[src/rtl/bin2bcd_seq.sv]
// Sequential binary-to-BCD converter (double dabble, one bit per clock) for operands A and B.
// bcdA/bcdB hold the last completed conversion; done pulses for the single cycle they update.
module bin2bcd_seq #(
    parameter int WIDTH  = 8,
    parameter int DIGITS = 3
) (
    input  logic                  clk,
    input  logic                  rst,
    input  logic                  start,
    input  logic [WIDTH-1:0]      numA,
    input  logic [WIDTH-1:0]      numB,
    output logic                  busy,
    output logic                  done,
    output logic [4*DIGITS-1:0]   bcdA,
    output logic [4*DIGITS-1:0]   bcdB,
    output logic                  valid,
    output logic [1:0]            o_dbg_state
);

    localparam int SW = 4 * DIGITS;
    localparam int CW = (WIDTH > 1) ? $clog2(WIDTH) : 1;

    // Handshake: start is a level request, sampled only while busy=0.
    // A request seen in IDLE is accepted on that edge; requests while busy are dropped.
    // done is a one-cycle pulse coinciding with the FINISH cycle; bcdA/bcdB are then valid.

    typedef enum logic [1:0] {
        IDLE   = 2'd0,
        CONV_A = 2'd1,
        CONV_B = 2'd2,
        FINISH = 2'd3
    } state_t;

    state_t r_state;
    state_t w_next_state;

    // {scratch, shadow}: upper SW bits are the BCD scratch, lower WIDTH bits the operand being shifted out.
    logic [SW+WIDTH-1:0] r_sr;
    logic [WIDTH-1:0]    r_shadow_b;
    logic [SW-1:0]       r_res_a;
    logic [CW-1:0]       r_cnt;
    logic [SW-1:0]       r_bcd_a;
    logic [SW-1:0]       r_bcd_b;
    logic                r_done;
    logic                r_valid;

    logic [SW+WIDTH-1:0] w_sr_adj;
    logic [SW+WIDTH-1:0] w_sr_next;
    logic                w_last;

    // Add-3 correction on every scratch digit >= 5, all digits in parallel.
    always_comb begin
        w_sr_adj = r_sr;
        for (int d = 0; d < DIGITS; d++) begin
            if (r_sr[WIDTH+4*d +: 4] >= 4'd5) begin
                w_sr_adj[WIDTH+4*d +: 4] = r_sr[WIDTH+4*d +: 4] + 4'd3;
            end
        end
    end

    assign w_sr_next = w_sr_adj << 1;
    assign w_last    = (r_cnt == '0);

    always_ff @(posedge clk or posedge rst) begin
        if (rst) begin
            r_state <= IDLE;
        end else begin
            r_state <= w_next_state;
        end
    end

    always_comb begin
        w_next_state = r_state;
        case (r_state)
            IDLE: begin
                if (start) begin
                    w_next_state = CONV_A;
                end
            end
            CONV_A: begin
                if (w_last) begin
                    w_next_state = CONV_B;
                end
            end
            CONV_B: begin
                if (w_last) begin
                    w_next_state = FINISH;
                end
            end
            FINISH: begin
                w_next_state = IDLE;
            end
            default: begin
                w_next_state = IDLE;
            end
        endcase
    end

    always_ff @(posedge clk or posedge rst) begin
        if (rst) begin
            r_sr       <= '0;
            r_shadow_b <= '0;
            r_res_a    <= '0;
            r_cnt      <= '0;
        end else begin
            case (r_state)
                IDLE: begin
                    if (start) begin
                        r_sr       <= {{SW{1'b0}}, numA};
                        r_shadow_b <= numB;
                        r_cnt      <= CW'(WIDTH - 1);
                    end
                end
                CONV_A: begin
                    if (w_last) begin
                        r_res_a <= w_sr_next[SW+WIDTH-1:WIDTH];
                        r_sr    <= {{SW{1'b0}}, r_shadow_b};
                        r_cnt   <= CW'(WIDTH - 1);
                    end else begin
                        r_sr  <= w_sr_next;
                        r_cnt <= r_cnt - CW'(1);
                    end
                end
                CONV_B: begin
                    r_sr <= w_sr_next;
                    if (!w_last) begin
                        r_cnt <= r_cnt - CW'(1);
                    end
                end
                default: begin
                end
            endcase
        end
    end

    // Both results land on the FINISH-entry edge so the display never sees a half-updated pair.
    always_ff @(posedge clk or posedge rst) begin
        if (rst) begin
            r_bcd_a <= '0;
            r_bcd_b <= '0;
            r_done  <= 1'b0;
            r_valid <= 1'b0;
        end else begin
            r_done <= 1'b0;
            if (r_state == CONV_B && w_last) begin
                r_bcd_a <= r_res_a;
                r_bcd_b <= w_sr_next[SW+WIDTH-1:WIDTH];
                r_done  <= 1'b1;
                r_valid <= 1'b1;
            end
        end
    end

    assign busy        = (r_state != IDLE);
    assign done        = r_done;
    assign valid       = r_valid;
    assign bcdA        = r_bcd_a;
    assign bcdB        = r_bcd_b;
    assign o_dbg_state = r_state;

endmodule

[config.mk]
export PLATFORM = sky130hd
export DESIGN_NAME = bin2bcd_seq
export DESIGN_NICKNAME = d
export VERILOG_FILES = /design/src/rtl/bin2bcd_seq.sv
export SDC_FILE = /design/constraint.sdc
export NUM_CORES = 1
export LEC_CHECK = 0
export CAP_MARGIN = 20
export CORE_MARGIN = 4
export CORE_UTILIZATION = 50
export CTS_CLUSTER_DIAMETER = 60
export DETAILED_ROUTE_END_ITERATION = 7
export GPL_TIMING_DRIVEN = 0
export PLACE_DENSITY_LB_ADDON = 0.25
export SLEW_MARGIN = 15
export SYNTH_ARGS = -nofsm -noshare
export SYNTH_HDL_FRONTEND = slang
export SYNTH_SLANG_ARGS = --single-unit
[constraint.sdc]
create_clock -name clk -period 2.9 [get_ports clk]
set_clock_uncertainty 0.1 [all_clocks]
set_input_delay 0.29 -clock clk [delete_from_list [all_inputs] [get_ports clk]]
set_output_delay 0.29 -clock clk [all_outputs]
set_load 0.005 [all_outputs]
======== Yosys cells after proc, flatten, opt, wreduce, memory -nomap -nowiden ========
Cells that the tools add are included.
cells by class
  mux-type cells .......................... 15
  equal/unequal tests ..................... 7
  $add $sub $neg .......................... 4
  $lt $le $gt $ge ......................... 3
  reductions and logical operators ........ 10
operator list
  cell                                                                                  number
  20-bit one-hot mux with 3 select lines                                                1
  20-bit 2-to-1 mux                                                                     2
  4-bit by 3-bit greater-or-equal comparator with 1-bit output (second input constant)  3
  3-bit 2-to-1 mux                                                                      4
  3-bit one-hot mux with 3 select lines                                                 1
  4-bit by 2-bit adder with 4-bit output (second input constant)                        2
  4-bit 2-to-1 mux                                                                      2
  2-bit != test (second input constant)                                                 4
  2-bit one-hot mux with 4 select lines                                                 1
  2-bit 2-to-1 mux                                                                      3
  2-bit AND reduction                                                                   3
  3-bit AND reduction                                                                   2
  2-bit equality test (second input constant)                                           2
  3-bit by 2-bit adder with 3-bit output (second input constant)                        1
  3-bit zero test                                                                       1
  3-bit nonzero test                                                                    1
  3-bit by 1-bit subtractor with 3-bit output (second input constant)                   1
  2-bit by 1-bit equality test with 1-bit output (second input constant)                1
  2-bit zero test                                                                       1
  2-bit nonzero test                                                                    1
  1-bit logical AND                                                                     1
  1-bit 2-to-1 mux                                                                      1
word-level totals
  bits in registers ....................... 71
  input bits .............................. 19
  word-level logic and storage cells ...... 48
  output and inout port bits .............. 29

======== Logic depth before layout (Yosys ltp) ========
Gate-level depths: netlist (run 1).
  depth after elaboration ................. 4
  mapped depth ............................ 9
  mapped depth without buffers ............ 7

======== Worst setup path after synthesis (run 1) ========
Ideal clock, no wire load.
  kind .................................... reg-to-reg
  start ................................... register r_state[0] (netlist: o_dbg_state[0])
  end ..................................... register r_cnt[2]
  period minus slack after synthesis ...... 1782 ps
  buffers on the path ..................... 1
  setup slack ............................. 1118 ps
  cell stages (with the launch flop) ...... 8
  library setup time ...................... 138 ps
  required time ........................... 2662 ps
  data arrival time ....................... 1544 ps
  path through ............................ dfrtp_1 inv_1 ha_1 buf_2 inv_2 or3_1 a31oi_1 a31oi_1
between the ends
  longest elaborated chain between the ends .. 3
  elaborated cells between the ends (all ways) .. 8
RTL lines
  element                                                               RTL line  text
  start, declared                                                       34        state_t r_state;
  start signal, assigned                                                68        r_state <= w_next_state;
  2-bit equality test, or another cell as far along                     106       case (r_state)
  2-bit != test (no source line) or 3-bit nonzero test (tied branches)  n/a
  3-bit AND reduction (no source line)                                  n/a
  end signal, assigned                                                  111       r_cnt <= CW'(WIDTH - 1);
  end signal, assigned                                                  118       r_cnt <= CW'(WIDTH - 1);
  end signal, assigned                                                  121       r_cnt <= r_cnt - CW'(1);
  end, declared                                                         41        logic [CW-1:0] r_cnt;
Parallel ways exist; a longest one is shown, timed or not.
A chain may end at the register's enable or synchronous reset.

======== Worst setup path after layout (run 1) ========
  start ................................... register r_state[0] (netlist: o_dbg_state[0])
  end ..................................... output port busy
between the ends
  longest elaborated chain between the ends .. 1
RTL lines
  element             RTL line  text
  2-bit nonzero test  154       assign busy = (r_state != IDLE);
  end, declared       12        output logic busy,
No other way between the ends.

==> results.yml, run 1 <==
outcome:
  status: "completed"
drt:
  dr.pass1.iters: 5
  wire_per_inst_um: 14.9
  vias_per_cell: 5.50
  route.detailed.drc: 0
  drt_wl_total_mm: 6.21
  drt-initial-drc-count: 118
  route.vias.total: 2288
  detail-route-antenna-nets: 0
sta:
  tightest_slew_ps: 497
  maxSlewHeadroom_pct: 66.9
  setup_ws_ps: 865
  timing.final.crit_share_pct: 70.2
  rsz0062_at_grt: "no"
  hold_ws_ps: 142
  hold_viol: 0
  max_freq_mhz: 491
  period_needed_ps: 2040
  setup_viol: 0
  finalSetupTns_ps: 0
  drv_slew: 0
pwr:
  ir_worst_vdd_mv: 0.841
  p_leak_nw: 1.73
  power_mw: 3.19
  power_density_mw_per_mm2: 806
floorplan:
  start_util_pct: 52.8
  io_pins: 48
  die_y_um: 88.0
  fp.dieW_um: 88.0
  core_area_sq_mm: 0.00606
  rows: 28
  die_area_sq_mm: 0.00775
global_route:
  grtUsageTotal_pct: 17.5
  grt_pass1_vias: 2356
  grt_overflow: 0
  grt_max_degree: 54
  grt_antenna_before_repair: 0
  grt_pass1_wl_mm: 10.5
critical_path:
  crit_type: "reg2out"
  cp_cell_sequence: "inv_1, ha_1, inv_1, clkdlybuf4s50_1"
  worstPathArrival_ps: 1650
  slowest_delay_ps: 490
  worst_path_most_repeated_cell: "inv_1"
  cpMaxStageDelayCell: "clkdlybuf4s50_1"
  critPathTopFamily: "buffers and inverters"
  reg2reg_slack_ps: 930
  cp_max_fo: 4
  required_ps: 2510
  critPathLaunchType: "register"
  critPathBufInv: 3
  end_kind: "output pin"
layout:
  postLayoutCoreUtil_pct: 65.2
  fin_cells: 416
  synthToLayoutAreaGrowth_pct: 23.5
  stdcell_area_sq_mm: 0.00395
  fill_cells: 499
  drive_gt1_share_pct: 16.1
  antenna_cells: 0
  fin_nets: 369
synth:
  synth-compound-area-share_pct: 14.3
  yosys.area_share.simple_pct: 10.4
  synth.mux.area_fraction_pct: 9.61
  synth-seq-cells: 71
  ys_warn_count: 0
  synth_cells: 278
  synth_top_family_by_area: "compound AO/OA/AOI/OAI gates"
  synth_xor_area_share_pct: 0.821
  ys_types: 39
  syn_nets: 310
  avgSynthCellArea_sq_um: 11.5
  ys_seq_area_share_pct: 55.5
  synth_area_sq_mm: 0.00320
  synth_fa_ha_area_share_pct: 5.08
placed_design:
  dp.cells: 401
  gp_congestion: 0.796
  dpl_cell_area_sq_mm: 0.00380
  dp.final_hpwl_mm: 4.43
  dp_slack_ps: 944
  portBuffers: 47
clocking:
  cts_setup_buffers: 0
  ctsHoldBuffers: 0
  clk_latency_ps: 340
  clk_pin_slew_worst_paths_ps: 70
  cts-root-buf: "clkbuf_8"
  htreeDepth: 3
  post_cts_resized: 0
  cts_tree: "yes"
  clk_path_buf_depth: 2
  cts_buffers: 9
  clock_sinks: 71
run:
  drv_cap: 0
worst_hold_path:
  hold_path_class: "in2async"
==> worst register-to-register path: stages (launching register included) <==
cell and delay [ps]:
dfrtp_1 420, inv_1 110, ha_1 280, buf_2 190, inv_2 120, or3_1 380, a31oi_1 180, a31oi_1 60
==> per-layer routing <==
layer,vias up,part of all wire [%],GRT usage [%],routed length (um)
li1,1103,-,-,-
met1,1116,45,22.1,2810
met2,60,48,29.2,2990
met3,9,4.9,3.48,305
met4,0,1.6,7.42,98
met5,-,0,0,0
==> report_power, final <==
part | switching (mW) | leakage (nW) | internal [mW]
Combinational | 0.647 | 0.722 | 0.542
Clock | 0.340 | 0.0805 | 0.330
Sequential | 0.127 | 0.931 | 1.20
Total | 1.11 | 1.73 | 2.07
==> synthesized netlist by cell type <==
cell       count  share of area, %
buf_6          2              0.70
inv_2          1              0.12
nand2_4        1              0.35
or3_1          1              0.20
a222oi_1       6               1.9
o31ai_1        3              0.70
a21o_1         1              0.23
ha_1          13               5.1
mux2_4         7               3.3
nor3b_1        5               1.2
a2bb2oi_1      1              0.27
dfrtp_1       71                55
nand2_1       33               3.9
and3_4         1              0.35
a32o_1         3              0.94
buf_12         1              0.63
o21ai_4        1              0.51
o21a_1         1              0.23
a21oi_1       17               2.7
a31oi_1        4              0.78
nand2b_1       5              0.98
inv_1         12               1.4
nor2_1        10               1.2
nand2_2        1              0.20
or2b_4         1              0.35
o22ai_1        5              0.98
mux2_2        18               6.3
inv_6          1              0.27
nand3_1        2              0.31
o21ai_0       31               4.8
nor2_4         1              0.35
clkbuf_1       2              0.23
buf_2          5              0.78
nor3_1         2              0.31
xnor2_1        3              0.82
clkbuf_2       1              0.16
nand4_1        2              0.39
nor2b_1        2              0.39
o22a_1         1              0.27
==> state kept, by name, indices dropped and copies added (netlist names) <==
name         count
bcdA            12
bcdB            12
done             1
o_dbg_state      2
r_cnt            3
r_res_a         12
r_shadow_b       8
r_sr            20
valid            1
==> layout make-up <==
cell class	instances	area (sq um)	area share [%]
buffer	11	80.1	2.03
tap	75	93.8	2.37
sequential	71	1780	44.9
clock inverter	1	5.00	0.127
inverter	14	60.1	1.52
multi-input combinational	182	1290	32.6
clock buffer	14	153	3.86
timing repair buffer	48	498	12.6
==> placed cells by master (no fill, tap or decap), types with 3 or more instances in the layout <==
master | synthesis | final
dfrtp_1 | 71 | 71
ha_1 | 13 | 13
buf_2 | 5 | 5
clkbuf_1 | 2 | 6
nand2b_1 | 5 | 5
inv_1 | 12 | 11
a32o_1 | 3 | 3
nor2_1 | 10 | 10
a21oi_1 | 17 | 17
a31oi_1 | 4 | 4
clkdlybuf4s50_1 | 0 | 47
a222oi_1 | 6 | 6
mux2_4 | 7 | 7
nand2_1 | 33 | 33
xnor2_1 | 3 | 3
o31ai_1 | 3 | 3
mux2_2 | 18 | 18
clkbuf_8 | 0 | 10
o22ai_1 | 5 | 5
nor3b_1 | 5 | 5
o21ai_0 | 31 | 31
==> worst paths after layout <==
path,end,cells past startpoint,start
min in group clk,valid,1,valid
worst max-delay path,busy,4,o_dbg_state[0]
worst max register to register,r_cnt[2],7,o_dbg_state[1]
max in group asynchronous,bcdB[11],3,rst
worst min register to register,valid,1,valid
worst min-delay path,r_shadow_b[1],2,rst
==> cell families (layout without fill, tap and decap cells) <==
family | after synthesis | count (layout)
AOI/OAI and AO/OA | 74 | 74
xor gates and xnor gates | 3 | 3
adders and majority gates | 13 | 13
buffers and inverters | 25 | 88
DFF | 71 | 71
muxes | 25 | 25
and+or+nand+nor | 67 | 67
Note: power is estimated with default switching activity, not from simulation.
==> inputs of run 2 (changes only) <==
clock period = 1.9 ns   (was 2.9 ns; I/O delays follow)
==> run 2 against run 1 <==
Design area grew 7.0%; die area is the same; via count increased by 2.6%; clock-buffer cell count is 1 higher; first-iteration DRC count is 73% higher; clock power grew 85%; sequential power rose by 52%; wire length grew 8.3%; worst hold slack worse by 25 ps; flip-flop and latch count did not move; critical endpoint is now r_sr[4]; largest cell class unchanged.
==> results.yml, run 2 (synthesis gave the netlist of run 1 again) <==
outcome:
  status: "completed"
layout:
  fin_nets: 380
  final_common_cell: "dfrtp_1"
  drive_gt1_share_pct: 24.9
  stdcell_area_sq_mm: 0.00423
  fin_cells: 428
  top_register: "r_sr"
  synthToLayoutAreaGrowth_pct: 32.1
  antenna_cells: 0
  postLayoutCoreUtil_pct: 69.8
  largest_reg_flops: 20
  layout_common_cells: "71 x dfrtp_1, 47 x clkdlybuf4s50_1, 31 x nand2_1, 31 x o21ai_0, 18 x mux2_2"
floorplan:
  rows: 28
  start_util_pct: 52.8
  core_area_sq_mm: 0.00606
  die_y_um: 88.0
  fp.dieW_um: 88.0
  io_pins: 48
  die_area_sq_mm: 0.00775
drt:
  dr.pass1.iters: 6
  route.detailed.drc: 0
  route.vias.total: 2347
  drt-initial-drc-count: 204
  vias_per_cell: 5.48
  detail-route-antenna-nets: 0
  drt_wl_total_mm: 6.72
  wire_per_inst_um: 15.7
clocking:
  ctsHoldBuffers: 0
  clk_path_buf_depth: 2
  clock_sinks: 71
  cts_buffers: 9
  cts-root-buf: "clkbuf_8"
  htreeDepth: 3
  cts_tree: "yes"
  clk_pin_slew_worst_paths_ps: 70
  clk_latency_ps: 340
sta:
  finalSetupTns_ps: 0
  hold_viol: 0
  maxSlewHeadroom_pct: 66.3
  max_freq_mhz: 532
  tightest_slew_ps: 505
  timing.final.crit_share_pct: 99.0
  drv_slew: 0
  setup_viol: 0
  period_needed_ps: 1880
pwr:
  power_density_mw_per_mm2: 1290
  ir_worst_vdd_mv: 0.988
  p_leak_nw: 1.85
  power_frac_clock_pct: 22.7
  power.share.sequential_pct: 37.0
  combPwrFrac_pct: 40.3
  p_switching_mw: 1.89
  power_mw: 5.47
  power.switching_fraction_pct: 34.5
  internal-power_mw: 3.58
critical_path:
  required_ps: 2020
  cp_max_fo: 7
  worstPathArrival_ps: 2000
  cp_cell_sequence: "inv_2, ha_4, nor2b_2, buf_6, o21ai_4, buf_4, a222oi_1, a21oi_1"
  cpMaxStageDelayCell: "dfrtp_1"
  end_kind: "register"
  slowest_delay_ps: 410
  critPathTopFamily: "compound AO/OA/AOI/OAI gates"
  critPathLaunchType: "register"
  critPathBufInv: 3
  crit_type: "reg2reg"
placed_design:
  portBuffers: 47
  dp.cells: 402
  gp_congestion: 0.782
  dpl_cell_area_sq_mm: 0.00382
  dp.final_hpwl_mm: 4.56
global_route:
  grt_overflow: 0
  grtUsageTotal_pct: 18.3
  grt_max_degree: 31
  grt_pass1_wl_mm: 10.9
  grt_antenna_before_repair: 0
  grt_pass1_vias: 2357
worst_hold_path:
  hold_path_class: "in2async"
run:
  drv_cap: 0
## run 2: cell count changes in the layout (fill, tap and decap cells not counted), moves of 3 or more
cell,delta
buf_4,+8
clkbuf_1,-6
ha_1,-6
clkbuf_8,+5
a21oi_1,-3
a21oi_2,+3
buf_2,-3
ha_2,+3
ha_4,+3
inv_1,-3
## run 2: cell type report
class | instances | area [sq um]
multi-input cells | 182 | 1360
clock inverters | 1 | 7.51
flip-flops and latches | 71 | 1780
clock buffers | 15 | 206
fillers | 459 | 1830
plain buffers | 11 | 93.8
repair buffers | 59 | 623
inverters | 14 | 66.3
well taps | 75 | 93.8
## run 2: worst reg2reg max path, cell delays in order (launching register included)
cell	delay [ps]
dfrtp_1	410
inv_2	90
ha_4	140
nor2b_2	160
buf_6	160
o21ai_4	90
buf_4	150
a222oi_1	330
a21oi_1	140
## run 2: routing by layer
| metal | track usage (%) | vias up | part of all wire [%] |
|---|---|---|---|
| met5 | 0 | - | 0 |
| met3 | 4.89 | 12 | 4.8 |
| met1 | 23.1 | 1146 | 45 |
| met4 | 7.28 | 0 | 1.9 |
| li1 | - | 1127 | - |
| met2 | 30.1 | 62 | 48 |
## run 2: worst paths after layout
check | cells after the start | slack [ps] | to | from
worst min-delay path | 2 | 120 | r_shadow_b[4] | rst
worst max-delay path | 8 | 20 | r_sr[4] | r_cnt[0]
worst max register to register | 8 | 20 | r_sr[4] | r_cnt[0]
min in group clk | 3 | 330 | r_sr[0] | numA[0]
max in group asynchronous | 4 | 900 | r_res_a[10] | rst
worst min register to register | 1 | 380 | valid | valid
## run 2: timing repair
action | in CTS | in global routing
buffers inserted | 3 | 6
cloned | 0 | 1
hold endpoints to repair | 0 | 0
gates resized for setup | 0 | 30
setup endpoints to repair | 17 | 48
pin swaps | 0 | 3
## run 2: through the flow
step	setup slack [ps]	hold WS, ps
finish	19.8	117
global route	-46.0	165
CTS	4.01	122
detailed placement	-55.8	360
global placement	-34.1	351
floorplan	118	241
## run 2: power groups by stage
stage          Combinational [mW]  Sequential (mW)  Clock [mW]
3_3_place_gp                 1.78             2.04           0
3_5_place_dp                 1.85             2.05           0
2_1_floorplan                1.34             2.00           0
6_report                     2.20             2.02        1.24
5_1_grt                      2.43             2.06        1.33
4_1_cts                      1.91             2.01        1.26
